<file path="config.mk">
export PLATFORM = sky130hd
export DESIGN_NAME = equ1_frame_seq_flat
export DESIGN_NICKNAME = d
export VERILOG_FILES = /design/src/rtl/equ1_frame_seq_if.sv /design/src/rtl/equ1_frame_seq.sv /design/src/flat_wrapper.sv
export SDC_FILE = /design/constraint.sdc
export NUM_CORES = 1
export LEC_CHECK = 0
export BUFFER_PORTS_ARGS = -buffer_cell sky130_fd_sc_hd__clkbuf_2
export CAP_MARGIN = 20
export CORE_ASPECT_RATIO = 2
export CORE_MARGIN = 2
export CORE_UTILIZATION = 50
export DETAILED_ROUTE_END_ITERATION = 8
export PLACE_DENSITY = 0.69
export SLEW_MARGIN = 20
export SYNTH_ARGS = -nofsm -noshare
export SYNTH_HDL_FRONTEND = slang
export SYNTH_SLANG_ARGS = --single-unit
</file>
<file path="constraint.sdc">
create_clock -name clk -period 12.85 [get_ports clk]
set_clock_uncertainty 0.2 [all_clocks]
set_input_delay 3.855 -clock clk [delete_from_list [all_inputs] [get_ports clk]]
set_output_delay 3.855 -clock clk [all_outputs]
set_load 0.1 [all_outputs]
</file>
<file path="src/rtl/equ1_frame_seq_if.sv">
// Pixel stream into the equ1 frame sequencer: valid/ready handshake plus raster-order pixel.
// The master is the pixel source, the slave is the sequencer.
interface equ1_frame_seq_if #(
  parameter int PW = 12
);
  logic          in_valid;
  logic          in_ready;
  logic [PW-1:0] in_pix;

  modport master (output in_valid, output in_pix, input in_ready);
  modport slave  (input in_valid, input in_pix, output in_ready);
endinterface

</file>
<file path="src/rtl/equ1_frame_seq.sv">
// Streaming sequencer for the equ1 gradient datapath: 4 line buffers + 5x5 window feed equ1,
// and a LAT-deep valid/coordinate delay line tags each returned gradient with its centre pixel.
module equ1_frame_seq #(
  parameter int IMG_W = 8,
  parameter int IMG_H = 6,
  parameter int PW    = 12,
  parameter int LAT   = 3,
  parameter int CW    = 10
) (
  input  logic               clk,
  input  logic               rst,
  input  logic               frame_start,
  equ1_frame_seq_if.slave    pix,
  output logic               eq_start,
  output logic [25*PW-1:0]   eq_win,
  input  logic [7:0]         eq_grad,
  output logic               grad_valid,
  output logic [7:0]         grad_out,
  output logic [CW-1:0]      grad_x,
  output logic [CW-1:0]      grad_y,
  output logic               busy,
  output logic               frame_done
);

  localparam logic [1:0] S_IDLE  = 2'd0;
  localparam logic [1:0] S_RUN   = 2'd1;
  localparam logic [1:0] S_DRAIN = 2'd2;
  localparam logic [1:0] S_DONE  = 2'd3;

  localparam int XW = (IMG_W > 1) ? $clog2(IMG_W) : 1;

  logic [1:0]    state;
  logic [CW-1:0] col;
  logic [CW-1:0] row;

  logic [PW-1:0] lb  [4][IMG_W];
  logic [PW-1:0] win [5][5];
  logic [PW-1:0] new_col [5];

  logic [LAT-1:0] dv;
  logic [CW-1:0]  dx [LAT];
  logic [CW-1:0]  dy [LAT];

  logic          accept;
  logic          start_next;
  logic          col_last;
  logic          row_last;
  logic          pipe_busy_next;
  logic [XW-1:0] col_idx;
  logic [1:0]    slot;

  assign accept         = (state == S_RUN) && pix.in_valid;
  assign col_last       = (col == CW'(IMG_W - 1));
  assign row_last       = (row == CW'(IMG_H - 1));
  assign start_next     = accept && (col >= CW'(4)) && (row >= CW'(4));
  assign pipe_busy_next = start_next || (|dv);
  assign col_idx        = col[XW-1:0];
  assign slot           = row[1:0];

  assign pix.in_ready = (state == S_RUN);
  assign busy         = (state == S_RUN) || (state == S_DRAIN);
  assign frame_done   = (state == S_DONE);

  // Line j lives in slot j%4, so slot (row+k)%4 holds line row-4+k; slot row%4 is the oldest.
  always_comb begin
    for (int r = 0; r < 4; r++) begin
      new_col[r] = lb[slot + 2'(r)][col_idx];
    end
    new_col[4] = pix.in_pix;
  end

  always_comb begin
    eq_win = '0;
    for (int r = 0; r < 5; r++) begin
      for (int c = 0; c < 5; c++) begin
        eq_win[(r*5+c)*PW +: PW] = win[r][c];
      end
    end
  end

  always_ff @(posedge clk) begin
    if (accept) begin
      lb[slot][col_idx] <= pix.in_pix;
    end
  end

  always_ff @(posedge clk) begin
    if (!rst) begin
      state      <= S_IDLE;
      col        <= '0;
      row        <= '0;
      eq_start   <= 1'b0;
      dv         <= '0;
      grad_valid <= 1'b0;
      grad_out   <= '0;
      grad_x     <= '0;
      grad_y     <= '0;
      for (int i = 0; i < LAT; i++) begin
        dx[i] <= '0;
        dy[i] <= '0;
      end
      for (int r = 0; r < 5; r++) begin
        for (int c = 0; c < 5; c++) begin
          win[r][c] <= '0;
        end
      end
    end else begin
      eq_start <= start_next;

      // dv[0] mirrors eq_start; the output register adds the final cycle of latency.
      dv[0] <= start_next;
      dx[0] <= col - CW'(2);
      dy[0] <= row - CW'(2);
      for (int i = 1; i < LAT; i++) begin
        dv[i] <= dv[i-1];
        dx[i] <= dx[i-1];
        dy[i] <= dy[i-1];
      end

      grad_valid <= dv[LAT-1];
      if (dv[LAT-1]) begin
        grad_out <= eq_grad;
        grad_x   <= dx[LAT-1];
        grad_y   <= dy[LAT-1];
      end

      if (accept) begin
        for (int r = 0; r < 5; r++) begin
          for (int c = 0; c < 4; c++) begin
            win[r][c] <= win[r][c+1];
          end
          win[r][4] <= new_col[r];
        end
      end

      case (state)
        S_IDLE: begin
          if (frame_start) begin
            state <= S_RUN;
            col   <= '0;
            row   <= '0;
          end
        end
        S_RUN: begin
          if (accept) begin
            if (col_last) begin
              col <= '0;
              row <= row + CW'(1);
              if (row_last) begin
                state <= S_DRAIN;
              end
            end else begin
              col <= col + CW'(1);
            end
          end
        end
        S_DRAIN: begin
          if (!pipe_busy_next) begin
            state <= S_DONE;
          end
        end
        default: begin
          state <= S_IDLE;
        end
      endcase
    end
  end

endmodule

</file>
<file path="src/flat_wrapper.sv">
// flat-port wrapper written by rule: the top's interface ports become plain ports
module equ1_frame_seq_flat 
#(
  parameter int IMG_W = 8,
  parameter int IMG_H = 6,
  parameter int PW    = 12,
  parameter int LAT   = 3,
  parameter int CW    = 10
)
  (clk, rst, frame_start, eq_start, eq_win, eq_grad, grad_valid, grad_out, grad_x, grad_y, busy, frame_done, pix_in_valid, pix_in_pix, pix_in_ready);
  equ1_frame_seq_if #(.PW(PW)) pix_i ();
  input  logic clk;
  input  logic rst;
  input  logic frame_start;
  output logic eq_start;
  output logic [25*PW-1:0] eq_win;
  input  logic [7:0] eq_grad;
  output logic grad_valid;
  output logic [7:0] grad_out;
  output logic [CW-1:0] grad_x;
  output logic [CW-1:0] grad_y;
  output logic busy;
  output logic frame_done;
  input wire logic [$bits(pix_i.in_valid)-1:0] pix_in_valid;
  input wire logic [$bits(pix_i.in_pix)-1:0] pix_in_pix;
  output wire logic [$bits(pix_i.in_ready)-1:0] pix_in_ready;
  assign pix_i.in_valid = pix_in_valid;
  assign pix_i.in_pix = pix_in_pix;
  assign pix_in_ready = pix_i.in_ready;
  equ1_frame_seq #(.IMG_W(IMG_W), .IMG_H(IMG_H), .PW(PW), .LAT(LAT), .CW(CW)) u_core (.clk(clk), .rst(rst), .frame_start(frame_start), .pix(pix_i), .eq_start(eq_start), .eq_win(eq_win), .eq_grad(eq_grad), .grad_valid(grad_valid), .grad_out(grad_out), .grad_x(grad_x), .grad_y(grad_y), .busy(busy), .frame_done(frame_done));
endmodule
</file>
* Word-level counts from Yosys, hierarchy flattened
Memory sizes are Yosys's and may differ from the RTL's. A register that Yosys moved wholly into a read port is not among the register bits.
Cells that the tools add are included.
W data, S select, Z words.
** Storage, ports and cells
- Register bits after elaboration :: 35
- Bits in writable memories :: 744
- Output and inout port bits :: 333
- Word-level logic and storage cells :: 144
- Memories :: 4
** Memory list
- u_core.lb :: depth 4, width 96, read ports 4, clocked after Yosys merged registers in 1, wr ports 1, line equ1_frame_seq.sv:36 : logic [PW-1:0] lb [4][IMG_W];
- u_core.win :: depth 5, width 60, read ports 5, clocked after Yosys merged registers in 0, wr ports 5, line equ1_frame_seq.sv:37 : logic [PW-1:0] win [5][5];
- u_core.dx :: depth 3, width 10, read ports 3, clocked after Yosys merged registers in 1, wr ports 3, line equ1_frame_seq.sv:41 : logic [CW-1:0] dx [LAT];
- u_core.dy :: depth 3, width 10, read ports 3, clocked after Yosys merged registers in 1, wr ports 3, line equ1_frame_seq.sv:42 : logic [CW-1:0] dy [LAT];
** Cells by class
- Add/subtract/negate cells :: 7
- Order comparisons :: 4
- Equal/unequal tests :: 10
- Multiplexer cells :: 66
- Bitwise gates (word level) :: 32
- Reductions and logical operators :: 14
** Operators by type and width (number)
- $mux W12 :: 34
- $bmux W12 S3 :: 4
- $mux W10 :: 11
- $mux W96 :: 1
- $pmux W10 S2 :: 2
- $demux W12 S3 :: 1
- $or A1 B1 Y1 :: 31
- $add A10 B1 Y10 const B :: 2
- $eq A10 B3 Y1 const B :: 2
- $ge A10 B3 Y1 const B :: 2
- $sub A10 B2 Y10 const B :: 2
- $mux W2 :: 7
- $ne A2 B1 Y1 const B :: 3
- $pmux W2 S3 :: 1
- $mux W1 :: 5
- $reduce_and A5 Y1 :: 1
- $add A2 B2 Y2 const B :: 2
- $eq A2 B2 Y1 const B :: 2
- $ge A4 B4 Y1 const B :: 1
- $logic_and A1 B1 Y1 :: 4
- $lt A4 B1 Y1 const B :: 1
- $ne A2 B2 Y1 const B :: 2
- $not A3 Y4 :: 1
- $reduce_and A4 Y1 :: 1
- 8 further kinds :: 10

* Logic depth before layout (Yosys ltp)
Gate-level depths: netlist of the first run.
- Word-level depth :: 7
- Mapped depth :: 15
- Mapped depth without buffers :: 7

* Least setup slack after synthesis of the first run
No wires, ideal clock.
- Path type :: input -> register
- From :: input rst
- To :: memory u_core.win[0][0] (netlist name), enable pin
- Setup time :: 2.253 ns
- Arrival :: 9.179 ns
- Slack :: 1.218 ns
- Stages :: 3
- Path buffers :: 2
- Path through :: clkbuf_1 > clkbuf_1 > nand2_1
** RTL lines
- from (decl) :: line flat_wrapper.sv:13 : input logic rst;
- to (decl) :: line equ1_frame_seq.sv:37

==> results.py, run 1 <==
metrics = {
    "critical_path": {
        "crit_end": "u_core.win[0][244]",
        "end_kind": "flip-flop",
        "critPathKind": "input pin to flip-flop",
        "crit_path_frequent_cell": "buf_4",
        "cp_max_fo": 113,
        "critPathBufInv": 4,
        "crit_arrival_ns": 6.52,
        "r2r-end": "u_core.win[0][181]",
        "slowest_delay_ns": 0.89,
        "cp_num_cells": 6,
        "cp-start-kind": "input pin",
        "r2r-start": "u_core.row[0]",
        "r2r_cells": 8,
        "startpoint": "rst",
        "r2r_setup_slack_ns": 7.00,
        "crit_chain": "clkbuf_2, buf_4, and3_4, buf_4, buf_16, and2_1",
        "critPathTopFamily": "buffers and inverters",
        "slowest_stage": "and3_4",
        "cp.required_ns": 13.16,
    },
    "global_routing": {
        "grt_pass1_vias": 23277,
        "grt_overflow_total": 0,
        "antenna_found_initial": 3,
        "grt_pass1_wl_um": 149200,
        "grt_max_degree": 154,
        "grt_use_total_pct": 25.14,
    },
    "synth": {
        "synth_simple_gate_area_share_pct": 9.649,
        "synthMuxAreaShare_pct": 25.68,
        "syn_avg_cell_area_um2": 16.80,
        "synth_edf_count": 684,
        "synthFlopType": "edfxtp_1",
        "syn-cell-area_mm2": 0.03880,
        "synth-seq-cells": 800,
        "synthCells": 2309,
        "synthAdderAreaFrac_pct": 0.5483,
        "syn_nets": 2350,
        "synth_compound_area_share_pct": 2.003,
        "synth_xor_area_share_pct": 0.6773,
        "netlist-cell-type-count": 47,
        "ys_seq_area_share_pct": 58.93,
        "yosys_warnings": 0,
        "synth_top_family_by_area": "multiplexers",
        "async_flop_share_pct": 0,
    },
    "cts": {
        "clk_pin_slew_worst_paths_ns": 0.07,
        "cts_hold_buf": 0,
        "insertion_delay_ns": 0.64,
        "post_cts_buffers": 0,
        "numCtsBuffers": 68,
        "cts_buffer_depth": 3,
        "cts_tree": "built",
        "cts_root_buffer": "clkbuf_16",
        "cts_sinks": 800,
        "post_cts_resized": 0,
        "htreeDepth": 3,
    },
    "timing": {
        "layout_worst_path_cycle_share_pct": 48.37,
        "fmax_ghz": 0.1609,
        "post-route-min-period_ns": 6.216,
        "fin_setup_tns_ns": 0,
        "relSlewSlack_pct": 19.84,
        "rsz0062_at_grt": "no",
        "report.final.hold_viol_count": 0,
        "drv_slew": 0,
        "max_slew.worst_pin.slew_ns": 1.202,
        "setup_viol": 0,
    },
    "drt": {
        "drc": 0,
        "antenna_left": 0,
        "vias": 23241,
        "viasPerCell": 6.376,
        "wl_per_cell_um": 27.64,
        "drt-pass1-iter-count": 5,
        "drt_iter0_drc": 2500,
        "routed_wirelength_um": 100700,
    },
    "floorplan": {
        "die_h_um": 397.9,
        "row_count": 144,
        "io_pins": 357,
        "die_area_mm2": 0.07997,
        "core_mm2": 0.07693,
        "start_util_pct": 50.43,
        "die_w_um": 201.0,
    },
    "layout": {
        "layout-drive-gt1-share_pct": 35.28,
        "synthToLayoutAreaGrowth_pct": 12.08,
        "layout_common_cells": "684 x edfxtp_1, 423 x mux4_2, 356 x clkbuf_2, 328 x and2_1, 139 x nand2_1",
        "final_area_mm2": 0.04348,
        "nNetsFinal": 2612,
        "final.fill_count": 5846,
        "final_common_cell": "edfxtp_1",
    },
    "power": {
        "ir_drop_uv": 105.6,
        "power.density_mw_per_mm2": 177.0,
        "p_leak_uw": 0.01487,
    },
    "min_path": {
        "holdCritPathClass": "flip-flop to flip-flop",
    },
    "job": {
        "maxCapViolCount": 0,
    },
    "placement": {
        "dp_hpwl_um": 67260,
        "dpl-instance-area_mm2": 0.04119,
        "port_buffers": 356,
        "gp_congestion": 0.8727,
    },
    "status": {
        "status": "finished clean",
    },
}
[metrics by stage]
step / utilization [%] / hold slack, ns / std cells / setup slack (ns) / total power, µW
finish: 56.52 / 0.2138 / 3645 / 6.634 / 7695
global route: 56.52 / 0.2333 / 3644 / 6.391 / 7947
CTS: 56.44 / 0.2155 / 3642 / 6.397 / 7730
detailed placement: 53.53 / 0.2191 / 3521 / 5.710 / 5668
global placement: 53.53 / 0.2136 / 3521 / 5.849 / 5635
floorplan: - / 0.2119 / 2309 / 1.218 / 5239
[worst reg2reg max path, delay by kind of cell (launching register included)]
family	cells	cell delay [ns]
flip-flops	1	0.90
AND/OR/NAND/NOR	1	0.12
multiplexers	2	1.24
buffers and inverters	4	2.78
AO/OA/AOI/OAI	1	0.31
[cell families (layout without fill, tap and decap cells)]
group / Yosys count / count (layout)
AO/OA/AOI/OAI: 116 / 116
flip-flops: 800 / 800
XOR/XNOR: 30 / 30
AND/OR/NAND/NOR: 680 / 680
buffers and inverters: 200 / 513
adder cells (fa/ha/maj): 17 / 17
multiplexers: 466 / 466
other: 0 / 1
[metal layers]
| layer | global-route usage, % | up-vias | routed length, µm |
|---|---|---|---|
| met5 | 0 | - | 13 |
| met4 | 12.92 | 2 | 5445 |
| met3 | 4.819 | 256 | 7929 |
| met2 | 44.82 | 1295 | 53140 |
| met1 | 28.80 | 11945 | 34210 |
| li1 | - | 9743 | - |
[state kept, by name (all words and copies together), names as in the netlist, named ones only]
| name | count |
|---|---|
| u_core.dv | 3 |
| u_core.state | 2 |
| u_core.win | 300 |
| u_core.grad_valid | 1 |
| u_core.row | 10 |
| u_core.col | 10 |
| u_core.dy | 30 |
| u_core.grad_x | 10 |
| u_core.lb | 384 |
| u_core.grad_y | 10 |
| u_core.grad_out | 8 |
| u_core.dx | 30 |
[how the worst min path moves through the flow]
stage                                from         endpoint  slack [ns]  cells after the start
after floorplan           u_core.dx[0][0]  u_core.dx[1][0]        0.21                      1
after global placement    u_core.dy[0][1]  u_core.dy[1][1]        0.21                      1
after detailed placement  u_core.dx[0][3]  u_core.dx[1][3]        0.22                      1
after CTS                 u_core.dx[0][3]  u_core.dx[1][3]        0.22                      1
after global routing      u_core.dx[0][8]  u_core.dx[1][8]        0.23                      1
final                     u_core.dx[0][3]  u_core.dx[1][3]        0.21                      1
[synth_stat cells (17+ instances only)]
cell type,instances,area share [%]
ha_1,17,0.55
clkbuf_1,103,1.0
dfxtp_1,116,6.0
nor4_1,22,0.35
nor2_1,48,0.46
and2_1,328,5.3
nor3_1,37,0.48
buf_4,26,0.50
o22ai_1,71,1.1
mux4_2,423,25
and3_1,38,0.61
nor2b_1,36,0.58
buf_2,42,0.54
edfxtp_1,684,53
nand2_1,141,1.4
mux2i_1,39,1.0
[report_power, final]
part | leakage [µW] | switching (µW) | internal [µW]
clock | 0.00110 | 958 | 1120
sequential | 0.00755 | 145 | 3020
combinational | 0.00623 | 1750 | 708
[area by class of cell]
cell class                 count  area, µm²  share of cell area, %
sequential                   800      22880                  52.62
multi-input combinational   1309      14990                  34.46
timing repair buffer         382       2054                  4.725
clock buffer                  83       1863                  4.285
tap                         1022       1279                  2.941
clock inverter                38      375.4                 0.8633
inverter                      10      40.04                0.09208
antenna                        1      2.502               0.005755
(Power assumes the default switching activity.)
==> inputs of run 2 (changes only) <==
==> constraint.sdc (replaced) <==
create_clock -name clk -period 6.5 [get_ports clk]
set_clock_uncertainty 0.2 [all_clocks]
set_input_delay 1.95 -clock clk [delete_from_list [all_inputs] [get_ports clk]]
set_output_delay 1.95 -clock clk [all_outputs]
set_load 0.1 [all_outputs]
==> results.py, run 2 (same netlist as run 1, synthesis figures left out) <==
metrics = {
    "cts": {
        "insertion_delay_ns": 0.64,
        "cts_hold_buf": 0,
        "post_cts_buffers": 0,
        "cts_root_buffer": "clkbuf_16",
        "clk_pin_slew_worst_paths_ns": 0.07,
        "cts_buffer_depth": 3,
        "post_cts_resized": 0,
        "cts_sinks": 800,
        "numCtsBuffers": 68,
        "htreeDepth": 3,
        "cts_tree": "built",
    },
    "timing": {
        "drv_slew": 0,
        "fin_setup_tns_ns": 0,
        "fmax_ghz": 0.2174,
        "post-route-min-period_ns": 4.599,
        "hold_slack_ns": 0.2246,
        "setup_viol": 0,
        "report.final.hold_viol_count": 0,
        "layout_worst_path_cycle_share_pct": 70.76,
        "rsz0062_at_grt": "no",
        "max_slew.worst_pin.slew_ns": 1.163,
        "relSlewSlack_pct": 22.44,
    },
    "critical_path": {
        "cp_max_fo": 58,
        "crit_arrival_ns": 4.74,
        "critPathTopFamily": "multiplexers",
        "slowest_stage": "dfxtp_4",
        "end_kind": "flip-flop",
        "critPathKind": "flip-flop to flip-flop",
        "cp-start-kind": "flip-flop",
        "critPathBufInv": 2,
        "r2r_setup_slack_ns": 1.90,
        "r2r_cells": 7,
        "cp.required_ns": 6.64,
        "crit_chain": "inv_1, ha_4, buf_12, mux4_2, mux4_2, o22ai_1, nor3_1",
        "r2r-start": "u_core.row[1]",
        "crit_path_frequent_cell": "mux4_2",
        "slowest_delay_ns": 1.00,
        "r2r-end": "u_core.win[0][71]",
    },
    "global_routing": {
        "grt_use_total_pct": 25.70,
        "grt_max_degree": 129,
        "grt_pass1_vias": 23498,
        "grt_overflow_total": 0,
        "grt_pass1_wl_um": 152200,
        "antenna_found_initial": 0,
    },
    "drt": {
        "drt-pass1-iter-count": 6,
        "routed_wirelength_um": 103000,
        "wl_per_cell_um": 28.17,
        "antenna_left": 0,
        "drc": 0,
        "drt_iter0_drc": 2745,
        "vias": 23376,
        "viasPerCell": 6.394,
    },
    "layout": {
        "largest_reg_flops": 384,
        "layout_common_cells": "684 x edfxtp_1, 423 x mux4_2, 356 x clkbuf_2, 328 x and2_1, 137 x nand2_1",
        "final_common_cell": "edfxtp_1",
        "regMostFlops": "u_core.lb",
        "layout-drive-gt1-share_pct": 35.55,
        "largestRegisters": "u_core.lb: 384 flops, u_core.win: 300 flops",
        "synthToLayoutAreaGrowth_pct": 12.40,
        "nNetsFinal": 2626,
        "final.fill_count": 5870,
        "finalCoreUtilization_pct": 56.68,
    },
    "floorplan": {
        "row_count": 144,
        "die_h_um": 397.9,
        "die_w_um": 201.0,
        "die_area_mm2": 0.07997,
        "io_pins": 357,
        "core_mm2": 0.07693,
        "start_util_pct": 50.43,
    },
    "min_path": {
        "min_path_cells": 1,
        "holdCritPathClass": "flip-flop to flip-flop",
        "hold_end": "u_core.dx[2][6]",
        "holdCritStartpoint": "u_core.dx[1][6]",
    },
    "placement": {
        "dp_hpwl_um": 70730,
        "port_buffers": 356,
        "gp_congestion": 0.8727,
    },
    "power": {
        "ir_drop_uv": 237.0,
        "power.density_mw_per_mm2": 349.2,
        "p_leak_uw": 0.01494,
    },
    "status": {
        "status": "finished clean",
    },
    "job": {
        "maxCapViolCount": 0,
    },
}
[run 2: metrics by stage]
| step | power [µW] | setup WS (ns) | cell area [µm²] | instances |
|---|---|---|---|---|
| global placement | 11170 | 1.886 | 41390 | 3537 |
| global route | 15710 | 1.862 | 43610 | 3655 |
| finish | 15230 | 1.901 | 43610 | 3656 |
| CTS | 15310 | 1.949 | 43610 | 3655 |
| floorplan | 10290 | 1.488 | 38800 | 2309 |
| detailed placement | 11240 | 1.827 | 41390 | 3537 |
[run 2: worst max-delay path by stage]
stage	cells after the start	slack [ns]	to	startpoint
finish	7	1.90	u_core.win[0][71]	u_core.row[1]
global route	7	1.86	u_core.win[0][71]	u_core.row[1]
CTS	7	1.95	u_core.win[0][71]	u_core.row[1]
detailed placement	4	1.83	u_core.lb[1][36]	pix_in_valid
global placement	4	1.89	u_core.lb[1][38]	pix_in_valid
floorplan	3	1.49	u_core.win[0][0]	rst
[run 2: routing by layer]
layer | global-route usage [%] | wire (µm)
met2 | 46.01 | 54400
met5 | 0 | 0
met4 | 14.22 | 6109
met3 | 4.312 | 8268
met1 | 29.26 | 34200
[run 2: power breakdown]
group	internal (µW)	leakage, µW	total, µW	switching [µW]
sequential	5960	0.00755	6240	280
combinational	1400	0.00631	4880	3470
clock	2280	0.00108	4110	1830
[run 2: cell type report]
cell class	instances	area, µm²	share of cell area (%)
sequential	800	22880	52.47
multi-input combinational	1309	15010	34.41
timing repair buffer	396	2182	5.004
clock buffer	92	1949	4.470
tap	1022	1279	2.932
clock inverter	26	267.8	0.6140
inverter	10	40.04	0.09181
antenna	1	2.502	0.005738
[run 2: worst register-to-register path, stage by stage, from the launching register on]
cell and delay (ns):
dfxtp_4 1.00, inv_1 0.29, ha_4 0.76, buf_12 0.43, mux4_2 0.62, mux4_2 0.50
o22ai_1 0.35, nor3_1 0.18
==> inputs of run 3 (changes only) <==
==> constraint.sdc (replaced) <==
create_clock -name clk -period 4.6 [get_ports clk]
set_clock_uncertainty 0.2 [all_clocks]
set_input_delay 1.38 -clock clk [delete_from_list [all_inputs] [get_ports clk]]
set_output_delay 1.38 -clock clk [all_outputs]
set_load 0.1 [all_outputs]
==> results.py, run 3 (same netlist as run 1, synthesis figures left out) <==
metrics = {
    "placement": {
        "dp_cells": 3560,
        "port_buffers": 356,
        "place_ws_ns": 0.8882,
        "gp_congestion": 0.9199,
        "dp_hpwl_um": 73710,
    },
    "global_routing": {
        "grt_use_total_pct": 26.67,
        "grt_pass1_vias": 23628,
        "antenna_found_initial": 1,
        "grt_max_degree": 149,
        "grt_pass1_wl_um": 156900,
        "grt_overflow_total": 0,
    },
    "critical_path": {
        "cp.required_ns": 3.02,
        "slowest_delay_ns": 0.54,
        "crit_arrival_ns": 2.03,
        "r2r_cells": 7,
        "slowest_stage": "clkbuf_2",
        "crit_chain": "inv_1, ha_1, clkbuf_2",
        "critPathTopFamily": "buffers and inverters",
        "r2r-start": "u_core.row[0]",
        "r2r-end": "u_core.win[0][180]",
        "critPathBufInv": 2,
        "r2r_setup_slack_ns": 1.12,
        "cp_max_fo": 12,
        "critPathKind": "flip-flop to primary output",
        "end_kind": "primary output",
        "cp-start-kind": "flip-flop",
    },
    "layout": {
        "final_common_cell": "edfxtp_1",
        "nNetsFinal": 2651,
        "final.fill_count": 5778,
        "layout_common_cells": "684 x edfxtp_1, 423 x mux4_2, 356 x clkbuf_2, 328 x and2_1, 139 x nand2_1",
        "largestRegisters": "u_core.lb: 384 flops, u_core.win: 300 flops",
        "layout-drive-gt1-share_pct": 36.23,
        "largest_reg_flops": 384,
        "regMostFlops": "u_core.lb",
        "final-instance-count-excl-fill": 3689,
        "synthToLayoutAreaGrowth_pct": 13.52,
    },
    "min_path": {
        "holdCritStartpoint": "u_core.dx[1][3]",
        "min_path_cells": 1,
        "hold_end": "u_core.dx[2][3]",
        "holdCritPathClass": "flip-flop to flip-flop",
    },
    "drt": {
        "drc": 0,
        "drt-pass1-iter-count": 7,
        "vias": 23866,
        "routed-wl-met3_um": 9297,
        "top_layer": "met4",
        "drt-met1-wl_um": 34180,
        "dr_wl_met2_um": 54930,
        "wl_per_cell_um": 28.86,
        "routed_wirelength_um": 106500,
        "antenna_left": 0,
        "viasPerCell": 6.470,
        "drt_iter0_drc": 2607,
    },
    "floorplan": {
        "io_pins": 357,
        "row_count": 144,
        "die_h_um": 397.9,
        "core_mm2": 0.07693,
        "start_util_pct": 50.43,
        "die_w_um": 201.0,
        "die_area_mm2": 0.07997,
    },
    "timing": {
        "layout_worst_path_cycle_share_pct": 78.56,
        "fin_ws_ns": 0.9863,
        "drv_slew": 0,
        "max_slew.worst_pin.slew_ns": 1.086,
        "fin_setup_tns_ns": 0,
        "relSlewSlack_pct": 27.58,
        "report.final.hold_viol_count": 0,
        "rsz0062_at_grt": "no",
        "setup_viol": 0,
        "post-route-min-period_ns": 3.614,
        "fmax_ghz": 0.2767,
    },
    "cts": {
        "cts_buffer_depth": 3,
        "cts_hold_buf": 0,
        "cts_root_buffer": "clkbuf_16",
        "clk_pin_slew_worst_paths_ns": 0.06,
        "cts_tree": "built",
        "insertion_delay_ns": 0.64,
        "post_cts_buffers": 0,
        "numCtsBuffers": 69,
        "post_cts_resized": 0,
        "htreeDepth": 3,
        "cts_sinks": 800,
    },
    "power": {
        "power.density_mw_per_mm2": 498.0,
        "p_leak_uw": 0.01514,
        "ir_drop_uv": 315.6,
    },
    "job": {
        "maxCapViolCount": 0,
    },
    "status": {
        "status": "finished clean",
    },
}
## run 3: worst max-delay path by stage
stage,start,end,depth (start not counted)
6_report,u_core.state[1],pix_in_ready,3
3_3_place_gp,pix_in_valid,u_core.lb[2][37],5
2_1_floorplan,rst,u_core.win[0][0],3
4_1_cts,u_core.state[1],pix_in_ready,3
5_1_grt,u_core.state[1],pix_in_ready,3
3_5_place_dp,pix_in_valid,u_core.lb[2][33],5
## run 3: routing by layer
| metal | GRT usage (%) | vias to the layer above |
|---|---|---|
| li1 | - | 9827 |
| met4 | 17.57 | 0 |
| met1 | 29.77 | 12188 |
| met3 | 4.836 | 323 |
| met2 | 46.78 | 1528 |
| met5 | 0 | - |
## run 3: final cells by class
| type | count | area, µm² | share of cell area [%] |
|---|---|---|---|
| Multi-Input combinational cell | 1309 | 14990 | 34.05 |
| Inverter | 10 | 40.04 | 0.09091 |
| Sequential cell | 800 | 22880 | 51.96 |
| Timing Repair Buffer | 420 | 2445 | 5.551 |
| Tap cell | 1022 | 1279 | 2.904 |
| Clock inverter | 42 | 548.0 | 1.244 |
| Clock buffer | 85 | 1849 | 4.199 |
| Antenna cell | 1 | 2.502 | 0.005682 |
## run 3: per-stage QoR
| stage | total power [µW] | area [µm²] | utilization [%] | hold WS [ns] |
|---|---|---|---|---|
| finish | 21930 | 44040 | 57.24 | 0.2247 |
| global route | 22600 | 44040 | 57.24 | 0.2375 |
| CTS | 22040 | 44010 | 57.20 | 0.2130 |
| detailed placement | 15930 | 41610 | 54.09 | 0.2179 |
| global placement | 15850 | 41610 | 54.09 | 0.2142 |
| floorplan | 14550 | 38800 | - | 0.2119 |
## run 3: report_power, final
group          internal (µW)  total [µW]  switching, µW
clock                   3430        6160           2730
combinational           2040        7030           4990
sequential              8420        8750            327
## run 3: worst register-to-register path, stage by stage, from the launching register on
cell and delay, ns:
dfxtp_4 0.49, inv_1 0.13, ha_4 0.64, buf_4 0.61, mux4_2 0.39, mux4_2 0.52, o22ai_1 0.20, nor3_1 0.06
